File: config.mk
export PLATFORM = sky130hd
export DESIGN_NAME = ctrl_sequencer
export DESIGN_NICKNAME = d
export VERILOG_FILES = /design/src/rtl/cpu_ctrl_pkg.sv /design/src/rtl/reg_select_decode.sv /design/src/rtl/ctrl_sequencer.sv
export SDC_FILE = /design/constraint.sdc
export NUM_CORES = 1
export LEC_CHECK = 0
export BUFFER_PORTS_ARGS = -buffer_cell sky130_fd_sc_hd__buf_2
export CAP_MARGIN = 20
export CORE_ASPECT_RATIO = 1.5
export CORE_MARGIN = 3
export CORE_UTILIZATION = 40
export CTS_CLUSTER_SIZE = 25
export DETAILED_ROUTE_END_ITERATION = 6
export PLACE_DENSITY = 0.83
export SLEW_MARGIN = 30
export SYNTH_ARGS = -nofsm -noshare
export SYNTH_HDL_FRONTEND = slang
export SYNTH_SLANG_ARGS = --single-unit
File: constraint.sdc
create_clock -name clk -period 2.68 [get_ports clk]
set_clock_uncertainty 0.1 [all_clocks]
set_input_delay 0 -clock clk [delete_from_list [all_inputs] [get_ports clk]]
set_output_delay 0 -clock clk [all_outputs]
set_load 0.01 [all_outputs]
File: src/rtl/cpu_ctrl_pkg.sv
// ============================================================================
// Module   : cpu_ctrl_pkg
// Purpose  : Opcodes, sequencer states and IR field positions for ctrl_sequencer.
// Revision : 1.0
// ============================================================================
`default_nettype none

package cpu_ctrl_pkg;

  localparam int OPC_W      = 5;
  localparam int REG_FLD_W  = 4;

  localparam int IR_OPC_LSB = 27;
  localparam int IR_RA_LSB  = 23;
  localparam int IR_RB_LSB  = 19;
  localparam int IR_RC_LSB  = 15;

  localparam logic [OPC_W-1:0] OP_ADD  = 5'b00011;
  localparam logic [OPC_W-1:0] OP_SUB  = 5'b00100;
  localparam logic [OPC_W-1:0] OP_AND  = 5'b00101;
  localparam logic [OPC_W-1:0] OP_OR   = 5'b00110;
  localparam logic [OPC_W-1:0] OP_SHR  = 5'b00111;
  localparam logic [OPC_W-1:0] OP_SHRA = 5'b01000;
  localparam logic [OPC_W-1:0] OP_SHL  = 5'b01001;
  localparam logic [OPC_W-1:0] OP_ROR  = 5'b01010;
  localparam logic [OPC_W-1:0] OP_ROL  = 5'b01011;
  localparam logic [OPC_W-1:0] OP_MUL  = 5'b01111;
  localparam logic [OPC_W-1:0] OP_DIV  = 5'b10000;
  localparam logic [OPC_W-1:0] OP_NEG  = 5'b10001;
  localparam logic [OPC_W-1:0] OP_NOT  = 5'b10010;
  localparam logic [OPC_W-1:0] OP_HALT = 5'b11011;

  typedef enum logic [2:0] {
    T0   = 3'd0,
    T1   = 3'd1,
    T2   = 3'd2,
    T3   = 3'd3,
    T4   = 3'd4,
    T5   = 3'd5,
    T6   = 3'd6,
    HALT = 3'd7
  } state_e;

  typedef enum logic [2:0] {
    CLS_ALU    = 3'd0,
    CLS_MULDIV = 3'd1,
    CLS_UNARY  = 3'd2,
    CLS_HALT   = 3'd3,
    CLS_UNDEF  = 3'd4
  } instr_cls_e;

  function automatic instr_cls_e classify(input logic [OPC_W-1:0] opc);
    instr_cls_e cls;
    case (opc)
      OP_ADD, OP_SUB, OP_AND, OP_OR, OP_SHR,
      OP_SHRA, OP_SHL, OP_ROR, OP_ROL:  cls = CLS_ALU;
      OP_MUL, OP_DIV:                   cls = CLS_MULDIV;
      OP_NEG, OP_NOT:                   cls = CLS_UNARY;
      OP_HALT:                          cls = CLS_HALT;
      default:                          cls = CLS_UNDEF;
    endcase
    return cls;
  endfunction

endpackage

`default_nettype wire

File: src/rtl/reg_select_decode.sv
// ============================================================================
// Module   : reg_select_decode
// Purpose  : Register-field to one-hot enable vector; all zero when disabled.
// Revision : 1.0
// ============================================================================
`default_nettype none

module reg_select_decode #(
  parameter int NREGS = 16
) (
  input  logic [3:0]       sel_i,
  input  logic             en_i,
  output logic [NREGS-1:0] onehot_o
);

  for (genvar i = 0; i < NREGS; i++) begin : g_bit
    assign onehot_o[i] = en_i && (32'(sel_i) == 32'(i));
  end

endmodule

`default_nettype wire

File: src/rtl/ctrl_sequencer.sv
// ============================================================================
// Module   : ctrl_sequencer
// Purpose  : Hardwired T0..T6 fetch/execute sequencer driving datapath strobes.
//            CTRL_ILLEGAL_TRAP_EN: undefined opcodes flag illegal and halt.
// Revision : 1.0
// ============================================================================
`default_nettype none

module ctrl_sequencer
  import cpu_ctrl_pkg::*;
#(
  parameter int NREGS = 16,
  parameter int OPW   = 5
) (
  input  logic             clk,
  input  logic             reset,
  input  logic [31:0]      ir,
  output logic [NREGS-1:0] rin,
  output logic [NREGS-1:0] rout,
  output logic             pc_out,
  output logic             pc_in,
  output logic             inc_pc,
  output logic             mar_in,
  output logic             mdr_in,
  output logic             mdr_read,
  output logic             mdr_out,
  output logic             ir_in,
  output logic             y_in,
  output logic             zlo_in,
  output logic             zhi_in,
  output logic             zlo_out,
  output logic             zhi_out,
  output logic             lo_in,
  output logic             hi_in,
  output logic [OPW-1:0]   op_code,
  output logic             run,
  output logic             illegal
);

  state_e                 state_q, state_d;
  logic [OPC_W-1:0]       opcode;
  logic [REG_FLD_W-1:0]   ra, rb, rc;
  instr_cls_e             cls;
  logic                   rin_en, rout_en;
  logic [REG_FLD_W-1:0]   rin_sel, rout_sel;
  logic                   illegal_set;
  logic                   unused_ir_low;

  assign opcode        = ir[IR_OPC_LSB +: OPC_W];
  assign ra            = ir[IR_RA_LSB  +: REG_FLD_W];
  assign rb            = ir[IR_RB_LSB  +: REG_FLD_W];
  assign rc            = ir[IR_RC_LSB  +: REG_FLD_W];
  assign cls           = classify(opcode);
  assign unused_ir_low = ^ir[IR_RC_LSB-1:0];

  always_ff @(posedge clk or posedge reset) begin
    if (reset) state_q <= T0;
    else       state_q <= state_d;
  end

  always_comb begin
    state_d     = T0;
    pc_out      = 1'b0;
    pc_in       = 1'b0;
    inc_pc      = 1'b0;
    mar_in      = 1'b0;
    mdr_in      = 1'b0;
    mdr_read    = 1'b0;
    mdr_out     = 1'b0;
    ir_in       = 1'b0;
    y_in        = 1'b0;
    zlo_in      = 1'b0;
    zhi_in      = 1'b0;
    zlo_out     = 1'b0;
    zhi_out     = 1'b0;
    lo_in       = 1'b0;
    hi_in       = 1'b0;
    op_code     = '0;
    rin_en      = 1'b0;
    rin_sel     = ra;
    rout_en     = 1'b0;
    rout_sel    = rb;
    illegal_set = 1'b0;

    case (state_q)
      T0: begin
        pc_out = 1'b1; mar_in = 1'b1; inc_pc = 1'b1; zlo_in = 1'b1;
        state_d = T1;
      end
      T1: begin
        zlo_out = 1'b1; pc_in = 1'b1; mdr_read = 1'b1; mdr_in = 1'b1;
        state_d = T2;
      end
      T2: begin
        mdr_out = 1'b1; ir_in = 1'b1;
        state_d = T3;
      end
      T3: begin
        case (cls)
          CLS_ALU: begin
            rout_en = 1'b1; y_in = 1'b1; state_d = T4;
          end
          CLS_MULDIV: begin
            rout_en = 1'b1; rout_sel = ra; y_in = 1'b1; state_d = T4;
          end
          CLS_UNARY: begin
            rout_en = 1'b1; op_code = OPW'(opcode); zlo_in = 1'b1; state_d = T4;
          end
          CLS_HALT: state_d = HALT;
          default: begin
`ifdef CTRL_ILLEGAL_TRAP_EN
            illegal_set = 1'b1;
            state_d     = HALT;
`else
            state_d     = T0;
`endif
          end
        endcase
      end
      T4: begin
        case (cls)
          CLS_ALU: begin
            rout_en = 1'b1; rout_sel = rc; op_code = OPW'(opcode);
            zlo_in = 1'b1; state_d = T5;
          end
          CLS_MULDIV: begin
            rout_en = 1'b1; op_code = OPW'(opcode);
            zlo_in = 1'b1; zhi_in = 1'b1; state_d = T5;
          end
          CLS_UNARY: begin
            zlo_out = 1'b1; rin_en = 1'b1; state_d = T0;
          end
          default: state_d = T0;
        endcase
      end
      T5: begin
        case (cls)
          CLS_ALU: begin
            zlo_out = 1'b1; rin_en = 1'b1; state_d = T0;
          end
          CLS_MULDIV: begin
            zlo_out = 1'b1; lo_in = 1'b1; state_d = T6;
          end
          default: state_d = T0;
        endcase
      end
      T6: begin
        zhi_out = 1'b1; hi_in = 1'b1;
        state_d = T0;
      end
      HALT:    state_d = HALT;
      default: state_d = T0;
    endcase

    // Reset gates outputs combinationally so nothing leaks while it is held.
    if (reset) begin
      pc_out = 1'b0; pc_in = 1'b0; inc_pc = 1'b0; mar_in = 1'b0;
      mdr_in = 1'b0; mdr_read = 1'b0; mdr_out = 1'b0; ir_in = 1'b0;
      y_in = 1'b0; zlo_in = 1'b0; zhi_in = 1'b0; zlo_out = 1'b0;
      zhi_out = 1'b0; lo_in = 1'b0; hi_in = 1'b0; op_code = '0;
      rin_en = 1'b0; rout_en = 1'b0; illegal_set = 1'b0;
    end
  end

  assign run = !reset && (state_q != HALT);

`ifdef CTRL_ILLEGAL_TRAP_EN
  logic illegal_q;

  always_ff @(posedge clk or posedge reset) begin
    if (reset)            illegal_q <= 1'b0;
    else if (illegal_set) illegal_q <= 1'b1;
  end

  assign illegal = illegal_q && !reset;
`else
  logic unused_illegal_set;
  assign unused_illegal_set = illegal_set;
  assign illegal            = 1'b0;
`endif

  reg_select_decode #(.NREGS(NREGS)) u_rin_dec (
    .sel_i    (rin_sel),
    .en_i     (rin_en),
    .onehot_o (rin)
  );

  reg_select_decode #(.NREGS(NREGS)) u_rout_dec (
    .sel_i    (rout_sel),
    .en_i     (rout_en),
    .onehot_o (rout)
  );

endmodule

`default_nettype wire

Word level (Yosys, flattened, before mapping):

Memories as Yosys holds them, arrays and structs flattened.
Index checks and enable logic that the tools add are counted.

* eq/ne operators: 41
* muxes and demuxes: 38
* reductions and logical operators: 40

Operators with widths (count)
* 4-bit == test, second input constant: 16
* 1-bit logical AND: 33
* 4-bit by 3-bit == test with 1-bit output, second input constant: 8
* 3-bit case mux with 8 select lines: 1
* 1-bit two-way mux: 23
* 4-bit by 2-bit == test with 1-bit output, second input constant: 4
* 5-bit two-way mux: 3
* 3-bit by 2-bit == test with 1-bit output, second input constant: 4
* 3-bit == test, second input constant: 4
* 5-bit case mux with 2 select lines: 1
* 4-bit by 1-bit == test with 1-bit output, second input constant: 2
* 4-bit logical NOT: 2
* 4-bit two-way mux: 2
* 4-bit case mux with 2 select lines: 1
* 3-bit by 1-bit == test with 1-bit output, second input constant: 2
* 3-bit logical NOT: 2
* 3-bit two-way mux: 2
* 1-bit case mux with 3 select lines: 2
* 3-bit case mux with 2 select lines: 1
* 1-bit case mux with 2 select lines: 2
* 3-bit != test, second input constant: 1
* 3-bit OR reduction: 1
* 2-bit OR reduction: 1
* 1-bit logical NOT: 1

* register bits after elaboration: 3
* memory bits (read-only): 96
* bits of input ports: 34
* output and inout port bits: 54
* word-level logic and storage cells: 121
* memories kept: 1

Memory list
* (name not given): words 32, width 3, rd ports 1, clocked after Yosys merged registers in 0, wr ports 0, line cpu_ctrl_pkg.sv:54 `case (opc)`

Logic depth before layout (Yosys ltp):

Gate-level depths: netlist of run 1.
An unclocked memory read counts as a cell.

* depth after elaboration: 7
* mapped depth: 10
* depth with buffers taken out: 8

Cells and area by module:

A second synthesis of run 1 with hierarchy kept.

* cells, all modules: 161
* area, all modules: 1042.2 µm²

Modules (own cells, without submodules)
* ctrl_sequencer: instances 1, cells each 115, area an instance 807.0 µm², sequential area each 75.1 µm²
* reg_select_decode: instances 2, cells each 23, area an instance 117.6 µm², sequential area each 0.0 µm²

Worst setup path after synthesis of run 1:

No wires, ideal clock.

* kind: reg-to-output
* start: register state_q[0]
* end: output rout[11]
* data arrival time: 1.982 ns
* required time: 2.580 ns
* slack: 0.598 ns
* stages on the path, launching flop included: 9
* buffers on the path: 3
* path through: dfrtp_1 clkbuf_1 and3b_1 clkbuf_1 mux2_2 a21bo_2 a21bo_2 buf_6 nor3_1

* word-level cells in the longest chain between the ends: 4
* elaborated cells between the ends (all ways): 7
* classes of those cells: 3 x eq/ne; 3 x mux; 1 x reduce/logical

RTL lines
* start, declared: line ctrl_sequencer.sv:40 `state_e state_q, state_d;`
* start signal, assigned: line ctrl_sequencer.sv:58 `else state_q <= state_d;`
* 3-bit == test or 3-bit by 2-bit == test with 1-bit output (tied branches): line ctrl_sequencer.sv:85 `case (state_q)`
* 4-bit case mux with 2 select lines or 1-bit case mux with 2 select lines (tied branches): line ctrl_sequencer.sv:85
* 4-bit == test or 1-bit two-way mux (tied branches): line reg_select_decode.sv:17, ctrl_sequencer.sv:156
* 1-bit logical AND *: line reg_select_decode.sv:17 `assign onehot_o[i] = en_i && (32'(sel_i) == 32'(i));`
* end, declared: line ctrl_sequencer.sv:19 `output logic [NREGS-1:0] rout,`

Mark *: on every way between the ends. The rest lies on a longest branch, timed or not.

Worst setup path in the final report of run 1:

* start: register state_q[2]
* end: output rout[7]

* word-level cells in the longest chain between the ends: 4
* elaborated cells between the ends (all ways): 7
* classes of those cells: 3 x eq/ne; 3 x mux; 1 x reduce/logical

RTL lines (line)
* 3-bit == test or 3-bit by 2-bit == test with 1-bit output (tied branches): ctrl_sequencer.sv:85
* 4-bit case mux with 2 select lines or 1-bit case mux with 2 select lines (tied branches): ctrl_sequencer.sv:85
* 4-bit by 3-bit == test with 1-bit output or 1-bit two-way mux (tied branches): reg_select_decode.sv:17, ctrl_sequencer.sv:156
* 1-bit logical AND *: reg_select_decode.sv:17

Marks and branches as above.

==> run summary, run 1 <==
Mapped Cells -> 173
Setup Fix Bufs, Post-CTS -> 0
Design Area, Final -> 1453 um2
Cell Area, Placed -> 1416 um2
largest register by flop count -> state_q
fin util -> 57.36%
PortBufs -> 71
P_leak -> 0.7811 nW
per-cell routed wire length -> 11.56 um
clock power share -> 12.5%
Tot GR Track Use -> 18.32%
Comb pwr share -> 66.6%
drt initial violations -> 20
Worst path top cell family by delay -> simple AND/OR/NAND/NOR gates
DP Wirelength -> 2583 um
fillers -> 275
ANT nets after route -> 0
Post-synth EDFFs -> 0
Slowest-stage cell, CP -> dfrtp_1
syn_area_per_cell -> 6.393 um2
CP startpoint kind -> flop
pre-CTS worst setup slack -> 0.4967 ns
final hold violation count -> 0
initial antenna violation count -> 0
most used flip-flop cell after synthesis -> dfrtp_1
clock slew at reported path FFs -> 0.04 ns
reg2reg setup slack -> 1.26 ns
H-tree levels -> 1
Net Sw Power -> 0.3320 mW
DIE AREA -> 3445 um2
status -> complete, no violations
Final setup viols -> 0
RePlAce Congestion -> 0.8171
kind of critical path -> reg -> out
largest net degree at the start of global routing -> 16
pwr/cell area -> 444.4 nW/um2
Post-Syn Nets -> 210
Max-Cap Viols -> 0
Post-synth ARST share -> 100.0%
top flop regs -> state_q (3)
WP data required -> 2.58 ns
Arr. time, crit path -> 2.30 ns
via count -> 1,412
crit-path max cell delay -> 0.58 ns
Seq pwr share -> 20.9%
Detailed Route WL -> 3134 um
Inst Count DP -> 266
clk buf depth -> 2
max reg flops -> 3
synthesized cell area -> 1106 um2
Tcrit/Tclk final -> 89.58%
switch share -> 51.43%
post-route setup slack -> 0.2791 ns
Layout area overhead -> 31.33%
via/cell ratio -> 5.210
Storage cell area -> 75.07 um2
Yosys warnings -> 0
Starting Density -> 43.68%
unrepaired setup endpoints after global routing -> no
number of global-route vias before repair -> 1,265
# rows -> 22
post-route minimum period -> 2.401 ns
Fin Setup TNS -> 0 ns
Worst Path Max Fanout -> 14
Die X -> 48.94 um
1st-pass router iterations -> 4
WP buf/inv -> 1
worst skew pair latency -> 0.24 ns
first-pass GRT wire length -> 5423 um
final std cells w/o fill -> 271
# resized after CTS -> 0
die height -> 70.41 um
core area -> 2532 um2
TritonCTS clock tree -> built
sequential element share of the synthesized area -> 6.787%
layout cell share with drive strength beyond 1 -> 38.30%
CTS Sinks -> 3
Worst Hold Class -> in -> async
Worst Setup End Kind -> output pin
Final Slew Violations -> 0
IR drop worst, VDD -> 0.0003797 V
FMAX -> 416.5 MHz
# diodes -> 0
CP cell instances -> and3b_1 -> mux2_2 -> and2_1 -> o31a_1 -> nor3_1 -> buf_2
CTS buffer count -> 3
Yosys cell types -> 53
clock root buffer -> clkbuf_4
I/O pin total -> 88
Synth Register Bits -> 3
area of the multi-input gates -> 880.8 um2
internal power -> 0.3135 mW
nets -> 273
GR Overflow Total -> 0
DRC -> 0
==> power by group through the flow <==
| stage | Combinational, mW | Sequential [mW] | Clock [mW] |
|---|---|---|---|
| floorplan | 0.387 | 0.0821 | 0 |
| global placement | 0.423 | 0.132 | 0 |
| detailed placement | 0.426 | 0.132 | 0 |
| CTS | 0.429 | 0.131 | 0.0838 |
| global route | 0.480 | 0.140 | 0.0921 |
| finish | 0.430 | 0.135 | 0.0809 |
==> per-stage QoR <==
stage	hold WS (ns)	total power, mW
after floorplan	-0.3195	0.4695
after global placement	-0.1189	0.5548
after detailed placement	-0.1215	0.5579
after CTS	0.1738	0.6441
after global routing	0.2040	0.7130
final	0.1797	0.6455
==> synthesized netlist by cell type, types with 4 or more instances <==
| master | n | share of area (%) |
|---|---|---|
| a21oi_1 | 4 | 1.8 |
| nand3_1 | 5 | 2.3 |
| clkbuf_1 | 5 | 1.7 |
| or3_1 | 5 | 2.8 |
| inv_1 | 9 | 3.1 |
| nor3_1 | 15 | 6.8 |
| nor2_1 | 30 | 10 |
| nand2_1 | 13 | 4.4 |
| o21ai_0 | 6 | 2.7 |
| and2_1 | 6 | 3.4 |
| buf_4 | 9 | 6.1 |
==> routing by layer <==
metal | track usage [%] | part of all wire, %
met1 | 21.38 | 41
met2 | 33.43 | 52
met3 | 5.544 | 6.6
met4 | 1.582 | 0
met5 | 0 | 0
==> worst min-delay path: stages <==
cell           delay, ns
dlygate4sd3_1       0.53
buf_2               0.16
inv_1               0.19
==> cells by family after synthesis <==
kind of cell | synth area share [%]
xor+xnor | 0.7920
compound gates | 23.08
buf+inv | 13.57
mux | 5.203
simple gates | 46.83
fa+ha+maj | 3.394
other cells | 0.3390
flops | 6.787
==> timing repair <==
item / 4_1_cts / 5_1_grt
setup endpoints to repair: 0 / 0
hold buffers: 1 / 0
endpoints found under the hold margin: 3 / 0
==> layout make-up <==
class	count	share of cell area, %
multi-input combinational	143	60.64
timing repair buffer	75	26.70
sequential	3	5.168
tap	36	3.101
inverter	10	2.584
clock buffer	4	1.809
==> layout by cell type, fill, tap and decap left out, drive strengths merged, types with 2 or more instances in the layout <==
cell / Yosys / routed
nand2b: 3 / 3
dfrtp: 3 / 3
and2: 6 / 6
a21oi: 5 / 5
ha: 3 / 3
inv: 10 / 10
o211ai: 3 / 3
nor3: 15 / 15
a21bo: 2 / 2
nand4b: 2 / 2
nor2: 30 / 30
mux2i: 2 / 2
mux2: 3 / 3
clkbuf: 5 / 4
nor4: 2 / 2
buf: 12 / 74
o21ai: 8 / 8
nand3: 5 / 5
nand2: 13 / 13
o2111ai: 2 / 2
o31a: 3 / 3
and3: 3 / 3
or3: 5 / 5
a31oi: 2 / 2
nor2b: 3 / 3
or2: 3 / 3
==> worst paths after layout <==
kind / to / from / cells past startpoint
worst max register to register: state_q[0] / state_q[1] / 3
worst max-delay path: rout[7] / state_q[2] / 6
worst min-delay path: state_q[0] / reset / 3
max in group asynchronous: state_q[2] / reset / 3
min in group clk: state_q[2] / ir[29] / 3
worst min register to register: state_q[2] / state_q[2] / 2
(Power assumes the default switching activity.)
==> run 2, diff against run 1 <==
Settings changed: CORE_UTILIZATION 40 to 41, CTS_BUF_LIST set to sky130_fd_sc_hd__clkbuf_2, PLACE_DENSITY 0.83 to 0.84.
==> run summary, run 2 (same netlist as run 1, synthesis figures left out) <==
clock root buffer -> clkbuf_2 (was clkbuf_4)
Fin Setup TNS -> 0 ns (unchanged)
DP Wirelength -> 2707 um (was 2583 um)
Starting Density -> 44.16% (was 43.68%)
Final setup viols -> 0 (unchanged)
Net Sw Power -> 0.3355 mW (was 0.3320 mW)
final hold violation count -> 0 (unchanged)
Tot GR Track Use -> 19.05% (was 18.32%)
TritonCTS clock tree -> built (unchanged)
CTS Sinks -> 3 (unchanged)
Die X -> 48.41 um (was 48.94 um)
Worst Setup End Kind -> output pin (unchanged)
ANT nets after route -> 0 (unchanged)
commonest non-fill, non-tap cell in the layout -> buf_2 (unchanged)
Design Area, Final -> 1461 um2 (was 1453 um2)
1st-pass router iterations -> 4 (unchanged)
Worst Path Max Fanout -> 12 (was 14)
clock slew at reported path FFs -> 0.04 ns (about the same)
per-cell routed wire length -> 12.14 um (was 11.56 um)
met3 Use GR -> 2.366% (was 5.544%)
Setup Fix Bufs, Post-CTS -> 0 (unchanged)
CTS buffer count -> 3 (unchanged)
GRT met1 Usage -> 20.65% (was 21.38%)
unrepaired setup endpoints after global routing -> no (unchanged)
Detailed Route WL -> 3313 um (was 3134 um)
P_leak -> 0.7928 nW (was 0.7811 nW)
post-route minimum period -> 2.320 ns (was 2.401 ns)
layout cell share with drive strength beyond 1 -> 39.24% (was 38.30%)
number of global-route vias before repair -> 1,289 (was 1,265)
Tcrit/Tclk final -> 86.58% (was 89.58%)
Worst Hold Class -> in -> async (unchanged)
Final Slew Violations -> 0 (unchanged)
nets -> 275 (was 273)
largest register by flop count -> state_q (unchanged)
# resized after CTS -> 0 (unchanged)
initial antenna violation count -> 0 (unchanged)
# rows -> 22 (unchanged)
grt met2 use -> 37.58% (was 33.43%)
grt peak-use layer -> met2 (unchanged)
fin util -> 58.34% (was 57.36%)
drt initial violations -> 27 (was 20)
clk buf depth -> 2 (unchanged)
Seq pwr share -> 17.4% (was 20.9%)
status -> complete, no violations (unchanged)
H-tree levels -> 1 (unchanged)
WP data required -> 2.58 ns (about the same)
# diodes -> 0 (unchanged)
internal power -> 0.3145 mW (was 0.3135 mW)
pwr/cell area -> 444.8 nW/um2 (was 444.4 nW/um2)
Max-Cap Viols -> 0 (unchanged)
Comb pwr share -> 73.0% (was 66.6%)
Hold WS -> 0.2152 ns (was 0.1797 ns)
core area -> 2505 um2 (was 2532 um2)
kind of critical path -> reg -> out (unchanged)
worst skew pair latency -> 0.20 ns (was 0.24 ns)
IR drop worst, VDD -> 0.0004544 V (was 0.0003797 V)
GR Overflow Total -> 0 (unchanged)
clock power share -> 9.6% (was 12.5%)
Layout area overhead -> 32.13% (was 31.33%)
top flop regs -> state_q (3) (unchanged)
FMAX -> 431.0 MHz (was 416.5 MHz)
DRC -> 0 (unchanged)
RePlAce Congestion -> 0.7999 (was 0.8171)
largest net degree at the start of global routing -> 13 (was 16)
most frequent cells in the layout -> buf_2, nor2_1, nor3_1 (unchanged)
first-pass GRT wire length -> 5485 um (was 5423 um)
I/O pin total -> 88 (unchanged)
via/cell ratio -> 5.322 (was 5.210)
Arr. time, crit path -> 2.22 ns (was 2.30 ns)
max reg flops -> 3 (unchanged)
# hold bufs at CTS -> 1 (unchanged)
die height -> 69.61 um (was 70.41 um)
PortBufs -> 71 (unchanged)
switch share -> 51.62% (was 51.43%)
Cell Area, Placed -> 1431 um2 (was 1416 um2)
CP startpoint kind -> flop (unchanged)
via count -> 1,453 (was 1,412)
DIE AREA -> 3370 um2 (was 3445 um2)
run 2: path summary, 6_finish.rpt:
check	start	end	slack [ns]	cells past startpoint
worst min register to register	state_q[1]	state_q[2]	0.48	1
worst min-delay path	reset	state_q[2]	0.22	3
max in group asynchronous	reset	state_q[1]	2.08	3
worst max register to register	state_q[0]	state_q[0]	1.31	3
min in group clk	ir[29]	state_q[2]	0.22	3
worst max-delay path	state_q[0]	rout[1]	0.36	6
run 2: stage by stage:
stage / power (mW) / std cells / setup slack (ns)
after detailed placement: 0.5772 / 268 / 0.4560
after global routing: 0.7064 / 273 / 0.1244
after CTS: 0.6451 / 273 / 0.3792
after global placement: 0.5718 / 268 / 0.4790
after floorplan: 0.4695 / 173 / 0.5976
final: 0.6500 / 273 / 0.3596
run 2: final cells by class:
cell class	instances	area, um2
Fill cell	263	1044
Multi-Input combinational cell	143	880.8
Timing Repair Buffer	77	402.9
Sequential cell	3	75.07
Tap cell	36	45.04
Inverter	10	37.54
Clock buffer	4	20.02
run 2: critical path, stage by stage, from the launching register on:
cell and delay, ns:
dfrtp_1 0.49, and3b_1 0.33, mux2_2 0.34, and2_1 0.20
o21ai_0 0.40, nor3_1 0.11, buf_2 0.16
run 2: power by group through the flow:
stage / clock, mW / combinational [mW] / sequential (mW)
after floorplan: 0 / 0.387 / 0.0821
after detailed placement: 0 / 0.465 / 0.112
after CTS: 0.0620 / 0.471 / 0.112
after global routing: 0.0670 / 0.521 / 0.118
after global placement: 0 / 0.460 / 0.112
final: 0.0623 / 0.474 / 0.113
run 2: layer usage:
layer  routed length (um)  share of wire, %
met5                    0                 0
met4                   32              0.97
met3                  220               6.6
met2                 1782                54
met1                 1277                39
==> run 3, diff against run 2 <==
Settings changed: CORE_UTILIZATION 41 to 40, SYNTH_HIERARCHICAL set to 1.
==> run summary, run 3 <==
status -> complete, no violations (unchanged)
Arr. time, crit path -> 2.30 ns (was 2.22 ns)
max reg flops -> 3 (unchanged)
drt initial violations -> 30 (was 27)
post-route minimum period -> 2.402 ns (was 2.320 ns)
synthesized cell area -> 1042 um2 (was 1106 um2)
Max-Cap Viols -> 0 (unchanged)
CTS Sinks -> 3 (unchanged)
P_leak -> 0.7140 nW (was 0.7928 nW)
per-cell routed wire length -> 12.23 um (was 12.14 um)
# diodes -> 0 (unchanged)
number of global-route vias before repair -> 1,155 (was 1,289)
# resized after CTS -> 0 (unchanged)
Post-synth ARST share -> 100.0% (unchanged)
DIE AREA -> 3267 um2 (was 3370 um2)
Final setup viols -> 0 (unchanged)
Final Slew Violations -> 0 (unchanged)
Tcrit/Tclk final -> 89.62% (was 86.58%)
H-tree levels -> 1 (unchanged)
PnR Total Power -> 0.6098 mW (was 0.6500 mW)
kind of critical path -> in -> out (was reg -> out)
Layout area overhead -> 33.25% (was 32.13%)
largest register by flop count -> state_q (unchanged)
1st-pass router iterations -> 4 (unchanged)
Post-Syn Nets -> 198 (was 210)
Worst Path Max Fanout -> 10 (was 12)
Synth top area share -> 10.44% (was 10.18%)
initial antenna violation count -> 0 (unchanged)
clock root buffer -> clkbuf_2 (unchanged)
clk buf depth -> 2 (unchanged)
largest net degree at the start of global routing -> 13 (unchanged)
Tot GR Track Use -> 18.57% (was 19.05%)
core area -> 2477 um2 (was 2505 um2)
syn_area_per_cell -> 6.474 um2 (was 6.393 um2)
Die X -> 47.68 um (was 48.41 um)
sequential element share of the synthesized area -> 7.203% (was 6.787%)
nets -> 264 (was 275)
I/O pin total -> 88 (unchanged)
final hold violation count -> 0 (unchanged)
die height -> 68.52 um (was 69.61 um)
unrepaired setup endpoints after global routing -> no (unchanged)
Worst Setup End Kind -> output pin (unchanged)
first-pass GRT wire length -> 4623 um (was 5485 um)
Fin Setup TNS -> 0 ns (unchanged)
commonest non-fill, non-tap cell in the layout -> buf_2 (unchanged)
FMAX -> 416.3 MHz (was 431.0 MHz)
cell with the most instances after synthesis -> nor2_1 (unchanged)
Synth area leader -> nor2_1 (unchanged)
Starting Density -> 42.07% (was 44.16%)
PortBufs -> 71 (unchanged)
CP cell instances -> buf_2 -> inv_1 -> ha_1 -> nor4_2 -> nor3_4 -> o21bai_1 -> a221o_1 -> or3b_4 -> nor3_2 -> buf_2 (was and3b_1 -> mux2_2 -> and2_1 -> o21ai_0 -> nor3_1 -> buf_2)
Yosys cell types -> 46 (was 53)
DP Wirelength -> 2542 um (was 2707 um)
DRC -> 0 (unchanged)
IR drop worst, VDD -> 0.0003072 V (was 0.0004544 V)
Yosys warnings -> 6 (was 0)
GR Overflow Total -> 0 (unchanged)
via/cell ratio -> 5.508 (was 5.322)
fillers -> 265 (was 263)
pwr/cell area -> 439.0 nW/um2 (was 444.8 nW/um2)
clock slew at reported path FFs -> 0.05 ns (was 0.04 ns)
Post-synth EDFFs -> 0 (unchanged)
# rows -> 22 (unchanged)
worst skew pair latency -> 0.21 ns (was 0.20 ns)
crit-path max cell delay -> 0.44 ns (was 0.49 ns)
CTS buffer count -> 3 (unchanged)
synth top area cells -> nor2_1, dfrtp_1, nand2b_1 (was nor2_1, dfrtp_1, nor3_1)
ANT nets after route -> 0 (unchanged)
Synth Register Bits -> 3 (unchanged)
most frequent cells in the layout -> buf_2, nor2_1, nor3_1 (unchanged)
TritonCTS clock tree -> built (unchanged)
Commonest cells post-synth -> nor2_1, nor3_1, nand2b_1 (was nor2_1, nor3_1, nand2_1)
layout cell share with drive strength beyond 1 -> 38.94% (was 39.24%)
Mapped Cells -> 161 (was 173)
Max transition margin -> 53.37%
WP data required -> 2.58 ns (about the same)
RePlAce Congestion -> 0.8763 (was 0.7999)
Detailed Route WL -> 3057 um (was 3313 um)
CP most frequent cell -> buf_2
most used flip-flop cell after synthesis -> dfrtp_1 (unchanged)
Worst Hold Class -> in -> async (unchanged)
Slowest-stage cell, CP -> or3b_4 (was dfrtp_1)
via count -> 1,377 (was 1,453)
CP startpoint kind -> input pin (was flop)
top flop regs -> state_q (3) (unchanged)
worst-margin pin slew -> 0.6818 ns
run 3: changes by cell type after synthesis, moves of 3 or more:
cell / before / now
nand3b_1: 1 / 4
or3_1: 5 / 0
inv_1: 9 / 6
and3_1: 3 / 0
nand2b_1: 3 / 12
o31a_1: 3 / 0
nand3_1: 5 / 11
a221o_1: 0 / 4
nand2_1: 13 / 8
run 3: worst paths after layout:
path,end,from,cells past startpoint,slack [ns]
max,rout[0],ir[27],10,0.28
min,state_q[0],reset,3,0.21
max reg2reg,state_q[2],state_q[1],4,1.26
min reg2reg,state_q[0],state_q[0],2,0.59
max in group asynchronous,state_q[1],reset,3,2.11
min in group clk,op_code[1],ir[28],3,0.24
run 3: repair_timing:
action,4_1_cts,5_1_grt
endpoints found under the hold margin,3,0
buffers inserted,0,0
hold buffers,1,0
run 3: metal layers:
metal / vias up / wire length [um] / GRT usage [%]
met4: 0 / 49 / 8.418
met5: - / 0 / 0
met3: 8 / 265 / 1.818
li1: 697 / - / -
met1: 611 / 1076 / 18.59
met2: 61 / 1665 / 35.76
run 3: final cells by class:
type,instances,area [um2],share of cell area [%]
Timing Repair Buffer,75,387.9,27.93
Sequential cell,3,75.07,5.405
Multi-Input combinational cell,138,853.3,61.44
Inverter,6,22.52,1.622
Clock buffer,4,20.02,1.441
Tap cell,24,30.03,2.162
run 3: cells by family after synthesis:
family / share of synthesized area, %
other: 0.3598
AOI/OAI and AO/OA: 23.41
muxes: 0.9604
xor gates and xnor gates: 0.8405
and+or+nand+nor: 52.70
adders and majority gates: 3.602
DFF: 7.203
buffers and inverters: 10.92
run 3: stage by stage:
step | std cells | hold WS (ns) | setup WS [ns] | util (%) | instance area [um2]
floorplan | 161 | -0.1215 | 0.5979 | - | 1042
global placement | 245 | -0.1245 | 0.2894 | 54.85 | 1359
detailed placement | 245 | -0.1170 | 0.2696 | 54.85 | 1359
CTS | 250 | 0.2116 | 0.2680 | 56.06 | 1389
global route | 250 | 0.2377 | 0.1017 | 56.06 | 1389
finish | 250 | 0.2135 | 0.2781 | 56.06 | 1389
run 3: power by group:
group          switching [mW]  internal (mW)
logic                   0.252          0.180
registers              0.0461         0.0677
clock network          0.0253         0.0394
total                   0.323          0.287
run 3: worst max-delay path, delay by kind of cell:
family                     cells  cell delay, ns
AOI/OAI and AO/OA              2            0.60
buffers and inverters          3            0.30
adders and majority gates      1            0.33
and+or+nand+nor                4            1.07
